===== src/rtl/fetch_unit.sv =====
// Instruction fetch stage: owns the PC, feeds instr_mem and fills IF/ID.
// Handles stall, redirect/flush and a sticky HALTED state.
module fetch_unit #(
  parameter logic [15:0] RESET_PC    = 16'h0000,
  parameter logic [3:0]  HALT_OPCODE = 4'hF,
  parameter logic [15:0] NOP_INSTR   = 16'h0000
) (
  input  logic        clk,
  input  logic        rst_n,
  input  logic        stall,
  input  logic        redirect,
  input  logic [15:0] redirect_pc,
  input  logic [15:0] instr_in,
  output logic [15:0] pc_out,
  output logic [15:0] if_id_instr,
  output logic [15:0] if_id_pc,
  output logic        if_id_valid,
  output logic        halted,
  output logic [15:0] fetch_count
);

  typedef enum logic {
    S_RUN,
    S_HALTED
  } state_e;

  state_e      state_q, state_d;
  logic [15:0] pc_q, pc_d;
  logic [15:0] instr_q, instr_d;
  logic [15:0] ifpc_q, ifpc_d;
  logic        valid_q, valid_d;
  logic [15:0] cnt_q, cnt_d;

  logic [15:0] tgt;
  logic [15:0] cnt_inc;
  logic        is_halt;

  assign tgt     = {redirect_pc[15:1], 1'b0};
  assign cnt_inc = (cnt_q == 16'hFFFF) ? cnt_q : cnt_q + 16'd1;
  assign is_halt = (instr_in[15:12] == HALT_OPCODE);

  always_comb begin
    state_d = state_q;
    pc_d    = pc_q;
    instr_d = instr_q;
    ifpc_d  = ifpc_q;
    valid_d = valid_q;
    cnt_d   = cnt_q;
    unique case (state_q)
      S_RUN: begin
        if (redirect) begin
          pc_d    = tgt;
          valid_d = 1'b0;
          instr_d = NOP_INSTR;
        end else if (!stall) begin
          instr_d = instr_in;
          ifpc_d  = pc_q;
          valid_d = 1'b1;
          cnt_d   = cnt_inc;
          // A halt is delivered once; the PC parks on it.
          if (is_halt) begin
            state_d = S_HALTED;
          end else begin
            pc_d = pc_q + 16'd2;
          end
        end
      end
      S_HALTED: begin
        if (redirect) begin
          pc_d    = tgt;
          valid_d = 1'b0;
          instr_d = NOP_INSTR;
          state_d = S_RUN;
        end else if (!stall) begin
          valid_d = 1'b0;
          instr_d = NOP_INSTR;
        end
      end
      default: state_d = S_RUN;
    endcase
  end

  always_ff @(posedge clk) begin
    if (!rst_n) begin
      state_q <= S_RUN;
      pc_q    <= RESET_PC;
      instr_q <= NOP_INSTR;
      ifpc_q  <= 16'h0000;
      valid_q <= 1'b0;
      cnt_q   <= 16'h0000;
    end else begin
      state_q <= state_d;
      pc_q    <= pc_d;
      instr_q <= instr_d;
      ifpc_q  <= ifpc_d;
      valid_q <= valid_d;
      cnt_q   <= cnt_d;
    end
  end

  assign pc_out      = pc_q;
  assign if_id_instr = instr_q;
  assign if_id_pc    = ifpc_q;
  assign if_id_valid = valid_q;
  assign halted      = (state_q == S_HALTED);
  assign fetch_count = cnt_q;

endmodule

===== config.mk =====
export PLATFORM = sky130hd
export DESIGN_NAME = fetch_unit
export DESIGN_NICKNAME = d
export VERILOG_FILES = /design/src/rtl/fetch_unit.sv
export SDC_FILE = /design/constraint.sdc
export NUM_CORES = 1
export LEC_CHECK = 0
export CAP_MARGIN = 20
export CORE_AREA = 2 2 89 91
export DETAILED_ROUTE_END_ITERATION = 16
export DIE_AREA = 0 0 91 93
export GPL_TIMING_DRIVEN = 0
export PLACE_DENSITY = 0.71
export SLEW_MARGIN = 10
export SYNTH_ARGS = -nofsm -noshare
export SYNTH_HDL_FRONTEND = slang
export SYNTH_SLANG_ARGS = --single-unit

===== constraint.sdc =====
create_clock -name clk -period 4.1 [get_ports clk]
set_clock_uncertainty 0.1 [all_clocks]
set_input_delay 0.41 -clock clk [delete_from_list [all_inputs] [get_ports clk]]
set_output_delay 0.41 -clock clk [all_outputs]
set_load 0.005 [all_outputs]

; Word level (Yosys, flattened, before mapping)
; Index checks and enable logic that the tools add are counted.
[word_totals]
reg_bits = 66
in_bits = 36
word_cells = 42
[classes]
add_sub_neg = 2
eq_ne = 6
muxes = 20
n_bitwise = 4
reduce_logical = 4
[ops]
columns = operator, count
row1 = 16-bit two-way mux, 8
row2 = 16-bit case mux with 2 select lines, 2
row3 = 16-bit by 1-bit adder with 16-bit output (second input constant), 1
row4 = 16-bit by 2-bit adder with 16-bit output (second input constant), 1
row5 = 16-bit == test (second input constant), 1
row6 = 3-bit != test (second input constant), 3
row7 = 1-bit two-way mux, 8
row8 = 3-bit AND reduction, 2
row9 = 4-bit == test (second input constant), 1
row10 = 1-bit NOT, 4
row11 = 1-bit case mux with 2 select lines, 2
row12 = 4-bit AND reduction, 1
row13 = 2-bit != test (second input constant), 1
row14 = 2-bit AND reduction, 1

; Longest topological paths before layout
; Gate-level depths: netlist of run 1.
[logic_depth]
depth_word = 5
mapped_depth = 7
ltp_nobuf = 5

; Worst setup path after synthesis of run 1
; Ideal clock, no wire load.
[synth_timing]
kind = input-to-reg
from = in redirect
to = reg cnt_q[7], in the netlist fetch_count[7]
setup_time_ns = 0.071
t_arrival_ns = 1.834
setup_slack_ns = 2.096
path_stages = 5
path_cell_list = nand4b_1 -> or4b_1 -> buf_2 -> or4_1 -> a21oi_1
[synth_between]
elab_chain_len = 2
[synth_rtl]
columns = item, line
row1 = "start, declared", 11  ; input logic redirect,
row2 = 1-bit NOT (no source line), --
row3 = 4-bit AND reduction (no source line), --
row4 = "end signal, assigned", 97  ; cnt_q <= cnt_d;
row5 = "end, declared", 32  ; logic [15:0] cnt_q, cnt_d;
; Every way passes these cells.
; A chain may end at the register's enable or synchronous reset.

; Final worst setup path of run 1
; Ends and elaborated chain as after synthesis.

==> impl_metrics.csv, run 1 <==
group,metric,value,unit
finish,n_fill_cell,728,
finish,final_area,4250,um2
logic_synthesis,synthCells,360,
critical_path,endpoint_kind,"flop",
clock_tree,clk_pin_slew,0.07,ns
global_routing,grt_overflow_total,0,
detailed_routing,drt-initial-drc-count,257,
detailed_routing,drc,0,
detailed_routing,routedWlPerCell,14.9,um
clock_tree,clock_tree.buffer_depth,2,
sta,worstMarginPinSlew,0.890,ns
critical_path,cp_max_fo,10,
floorplan,die_area,8460,um2
detailed_routing,wirelength,8.59,mm
floorplan,die_w,91,um
clock_tree,cts_tree,"yes",
detailed_routing,first_pass_iters,4,
logic_synthesis,synth_area,2910,um2
logic_synthesis,yosys.cell_types.count,48,
global_routing,grt_start_max_net_pins,13,
clock_tree,cts_htree_levels,3,
critical_path,crit_arrival,2.53,ns
floorplan,core_area,7530,um2
finish,seq_area,1280,um2
critical_path,reg2reg_from,"halted",
logic_synthesis,synth_top_area_share,44.1,%
place,hpwl,6.30,mm
place,post_dp_cell_area,4010,um2
sta,rsz0062_at_grt,"no",
finish,multi_input_area,1490,um2
floorplan,start_util,38.6,%
logic_synthesis,yosysSeqAreaShare,44.1,%
logic_synthesis,synth_flop_cell,"dfxtp_1",
logic_synthesis,synth_common_cells,"dfxtp_1 (64), nand2_1 (52), a21oi_1 (40)",
pwr,p_leak,1.42,nW
critical_path,path_delay_family,"simple AND/OR/NAND/NOR gates",
logic_synthesis,muxShareOfSynthArea,1.72,%
critical_path,max_stage_delay,0.51,ns
finish,post-route-util,56.5,%
sta,postLayoutSetupSlackWorst,1.74,ns
place,numPortBuffers,97,
global_routing,grt_pass1_wl,14.2,mm
logic_synthesis,yosysWarnings,0,
sta,period_minus_slack,2.36,ns
critical_path,cp_num_cells,6,
clock_tree,clock_latency,0.34,ns
run_status,status,"finished, final reports clean",
sta,setup_viol,0,
clock_tree,cts_buffers,9,
critical_path,crit_buf_inv,2,
clock_tree,holdBufCountCts,0,
logic_synthesis,synth-xor-area-share,0.603,%
sta,timing.fmax,424,MHz
logic_synthesis,synth-seq-cells,64,
clock_tree,postCtsSetupRepairBufs,0,
hold_path,hold-path-cell-count,2,
critical_path,startpoint_type,"input pin",
logic_synthesis,synth_edf_count,0,
critical_path,crit_required,4.27,ns
pwr,powerDensity,353,nW/um2
logic_synthesis,synth-simple-area-share,24.4,%
critical_path,worstSetupStartpoint,"redirect",
place,place_ws,1.40,ns
clock_tree,post_cts_resized,0,
logic_synthesis,ys_async_sr_fraction,0,%
pwr,worst_ir_drop_vdd,201,uV
logic_synthesis,synth_compound_area_share,23.5,%
finish,drive_gt1_share,5.49,%
detailed_routing,vias,3093,
logic_synthesis,synth_top_family_by_area,"simple AND/OR/NAND/NOR gates",
floorplan,die_h,93,um
flow_run,drv_cap,0,
critical_path,reg2regPathDepth,7,
floorplan,pin_count,102,
global_routing,grt_use_total,20.8,%
sta,hold_viol,0,
hold_path,hold_start,"if_id_pc[10]",
logic_synthesis,yosysMostFrequentCell,"dfxtp_1",
finish,area_growth,46.3,%
detailed_routing,drtAntennaViolNets,0,
logic_synthesis,synthTopCellsByArea,"dfxtp_1 (44%), a21oi_1 (6.9%), nand2_1 (6.7%)",
critical_path,path_class,"input pin to flop",
logic_synthesis,synth.avg_cell_area,8.07,um2
sta,slew_viol_final,0,
sta,relSlewSlack,40.1,%
logic_synthesis,yosysTopAreaCell,"dfxtp_1",
global_routing,grt_pass1_vias,2906,
detailed_routing,via_per_inst,5.37,
sta,period_share,57.5,%
finish,fin_nets,507,
floorplan,rows,32,
hold_path,worstHoldPathType,"flop to flop",
clock_tree,root_buffer,"clkbuf_8",
global_routing,antenna_found_initial,0,
finish,antennaDiodeCount,0,
place,gp_congestion,0.861,
critical_path,cp_slowest_cell,"clkdlybuf4s50_1",
clock_tree,numClockSinks,64,
critical_path,path_cells,"clkdlybuf4s50_1 -> nand4b_1 -> or4b_1 -> buf_2 -> or4_1 -> a21oi_1",
logic_synthesis,synthAdderAreaFrac,0.861,%
sta,fin_setup_tns,0,ns
pwr,p_total,1.50,mW
final cells by class:
| cell class | count | share of cell area (%) |
|---|---|---|
| well taps | 102 | 3.00 |
| clock inverters | 7 | 2.82 |
| multi-input cells | 264 | 35.1 |
| plain buffers | 26 | 2.62 |
| inverters | 7 | 0.618 |
| clock buffers | 9 | 2.91 |
| flip-flops and latches | 64 | 30.1 |
| repair buffers | 97 | 22.8 |
cell families (layout without fill, tap and decap cells):
family | after synthesis | count (layout)
flops | 64 | 64
simple gates | 144 | 144
compound gates | 109 | 109
xor+xnor | 2 | 2
fa+ha+maj | 2 | 2
other cells | 1 | 2
buf+inv | 33 | 146
mux | 5 | 5
layout by cell type, fill, tap and decap left out, drive strengths merged, types with 5 or more instances in the layout:
cell type      instances
buf                    6
nand3                  7
a22oi                 16
o21ai                 19
clkdlybuf4s50         97
o31ai                  9
dfxtp                 64
mux2i                  5
and2                   7
nand4                  7
nand2                 52
nor2                  31
nor3                   9
clkbuf                29
a21oi                 40
or4                    7
inv                    6
a31oi                  6
power by group:
part / leakage [nW] / switching, mW / internal, mW
logic: 0.776 / 0.0794 / 0.0964
registers: 0.521 / 0.0234 / 0.643
clock network: 0.119 / 0.256 / 0.405
total: 1.42 / 0.359 / 1.14
metal layers:
metal | vias up | GRT usage, % | part of all wire [%]
li1 | 1527 | - | -
met1 | 1443 | 26.4 | 44
met2 | 110 | 33.2 | 47
met3 | 13 | 6.04 | 6.9
met4 | 0 | 8.59 | 1.9
met5 | - | 0 | 0
flip-flops by register name, summed over array words and instances, names as in the netlist:
name,flops
halted,1
if_id_valid,1
pc_out,15
if_id_pc,15
if_id_instr,16
fetch_count,16
worst min-delay path, cell delays in order (launching register included):
cell and delay [ns]:
dfxtp_1 0.31, nand2_1 0.05, a21oi_1 0.05
worst paths after layout:
| path | slack (ns) | to |
|---|---|---|
| max | 1.74 | fetch_count[7] |
| min reg2reg | 0.36 | if_id_pc[10] |
| min | 0.36 | if_id_pc[10] |
| max reg2reg | 1.91 | pc_out[11] |
per-stage QoR:
stage / hold WS [ns] / instances
6_report: 0.357 / 576
2_1_floorplan: 0.353 / 361
3_3_place_gp: 0.343 / 560
4_1_cts: 0.360 / 576
3_5_place_dp: 0.350 / 560
5_1_grt: 0.379 / 576
Note: power is estimated with default switching activity, not from simulation.
==> run 2: changes to the inputs <==
--- a/config.mk
+++ b/config.mk
@@ -10,7 +10,7 @@
 export DETAILED_ROUTE_END_ITERATION = 16
 export DIE_AREA = 0 0 91 93
 export GPL_TIMING_DRIVEN = 0
-export PLACE_DENSITY = 0.71
+export PLACE_DENSITY = 0.73
 export SLEW_MARGIN = 10
 export SYNTH_ARGS = -nofsm -noshare
 export SYNTH_HDL_FRONTEND = slang
==> constraint.sdc (replaced) <==
create_clock -name clk -period 2.1 [get_ports clk]
set_clock_uncertainty 0.1 [all_clocks]
set_input_delay 0.21 -clock clk [delete_from_list [all_inputs] [get_ports clk]]
set_output_delay 0.21 -clock clk [all_outputs]
set_load 0.005 [all_outputs]
==> impl_metrics.csv, run 2 (synthesis results as in run 1) <==
group,metric,value,unit
floorplan,die_area,8460,um2
detailed_routing,drtAntennaViolNets,0,
detailed_routing,vias,3108,
clock_tree,clock_latency,0.34,ns
detailed_routing,drc,0,
finish,area_growth,47.6,%
detailed_routing,via_per_inst,5.36,
sta,timing.fmax,485,MHz
finish,fin_nets,511,
place,hpwl,6.25,mm
clock_tree,cts_buffers,9,
critical_path,startpoint_type,"flop",
pwr,powerDensity,635,nW/um2
floorplan,start_util,38.6,%
finish,layoutNonFillerInstCount,580,
place,place_inst,560,
global_routing,grt_use_met3,5.48,%
pwr,p_leak,1.45,nW
finish,final_common_cell,"clkdlybuf4s50_1",
clock_tree,holdBufCountCts,0,
floorplan,pin_count,102,
detailed_routing,drt-initial-drc-count,189,
sta,slew_viol_final,0,
flow_run,drv_cap,0,
floorplan,die_h,93,um
critical_path,crit_buf_inv,2,
clock_tree,clk_pin_slew,0.07,ns
global_routing,use_met2,33.3,%
sta,hold_viol,0,
sta,worstMarginPinSlew,0.591,ns
critical_path,crit_arrival,2.24,ns
place,gp_congestion,0.862,
global_routing,antenna_found_initial,0,
finish,antennaDiodeCount,0,
floorplan,rows,32,
detailed_routing,routedWlPerCell,14.9,um
sta,period_minus_slack,2.06,ns
place,post_dp_cell_area,4010,um2
critical_path,crit_required,2.27,ns
detailed_routing,wirelength,8.61,mm
clock_tree,numClockSinks,64,
global_routing,grtUsageMet1,25.2,%
global_routing,grt_overflow_total,0,
floorplan,die_w,91,um
finish,drive_gt1_share,8.37,%
floorplan,core_area,7530,um2
global_routing,grt_pass1_vias,2905,
global_routing,grt_pass1_wl,13.8,mm
critical_path,path_delay_family,"simple AND/OR/NAND/NOR gates",
critical_path,r2r_slack,0.04,ns
global_routing,grt-busiest-layer,"met2",
clock_tree,clock_tree.buffer_depth,2,
critical_path,path_cells,"and3_1 -> buf_4 -> or4b_4 -> buf_6 -> or4_1 -> a21oi_2",
sta,period_share,98.3,%
hold_path,worstHoldPathType,"input pin to flop",
finish,final_area,4290,um2
pwr,p_total,2.73,mW
critical_path,path_class,"flop to flop",
detailed_routing,first_pass_iters,4,
clock_tree,cts_htree_levels,3,
pwr,worst_ir_drop_vdd,374,uV
finish,post-route-util,57.0,%
finish,most-common-layout-cells,"clkdlybuf4s50_1 (96), dfxtp_1 (59), nand2_1 (52)",
critical_path,cp_slowest_cell,"or4_1",
sta,relSlewSlack,60.6,%
global_routing,grt_use_total,20.1,%
place,numPortBuffers,97,
sta,setup_viol,0,
run_status,status,"finished, final reports clean",
global_routing,grt_start_max_net_pins,11,
clock_tree,cts_tree,"yes",
critical_path,endpoint_kind,"flop",
sta,hold-worst-slack,0.293,ns
clock_tree,root_buffer,"clkbuf_8",
critical_path,max_stage_delay,0.49,ns
critical_path,cp_max_fo,10,
-- run 2: cell types whose count changed in the layout (fill, tap and decap cells not counted), moves of 2 or more --
cell,change
dfxtp_1,-5
buf_4,+5
clkbuf_8,+2
bufinv_16,-2
clkinv_4,-2
dfxtp_2,+4
-- run 2: final timing paths --
| check | start | end | cells after the start |
|---|---|---|---|
| setup / recovery | fetch_count[5] | fetch_count[7] | 6 |
| hold / removal | rst_n | fetch_count[13] | 3 |
| setup reg to reg | fetch_count[5] | fetch_count[7] | 6 |
| hold reg to reg | if_id_pc[2] | if_id_pc[2] | 2 |
-- run 2: where the power goes --
part           total (mW)  internal [mW]  switching [mW]
logic               0.345          0.190           0.155
clock network        1.08          0.610           0.470
registers            1.30           1.26          0.0447
total                2.73           2.06           0.670
-- run 2: metal layers --
metal  up-vias  share of wire (%)
met5         -                  0
met4         0                1.0
met3        10                6.9
met2       111                 47
met1      1449                 45
li1       1538                  -
-- run 2: area by class of cell --
type	count	area [um2]
Clock buffer	13	159
Clock inverter	3	40.0
Tap cell	102	128
Timing Repair Buffer	102	1010
Fill cell	705	3240
Multi-Input combinational cell	264	1520
Buffer	25	119
Sequential cell	64	1290
Inverter	7	26.3
-- run 2: repair_timing --
action / CTS / global route
pin swaps: 0 / 1
gates resized for setup: 2 / 20
buffers inserted: 1 / 4
endpoints found under the setup margin: 10 / 40
-- run 2: stage by stage --
stage	setup slack [ns]	TNS (ns)
floorplan	0.111	0
global placement	-0.367	-4.93
detailed placement	-0.387	-5.39
CTS	-0.0638	-0.152
global route	-0.00796	-0.00796
finish	0.0365	0
-- run 2: worst min-delay path: stages --
cell      delay (ns)
clkbuf_1        0.26
nand2b_1        0.16
o41ai_1         0.05
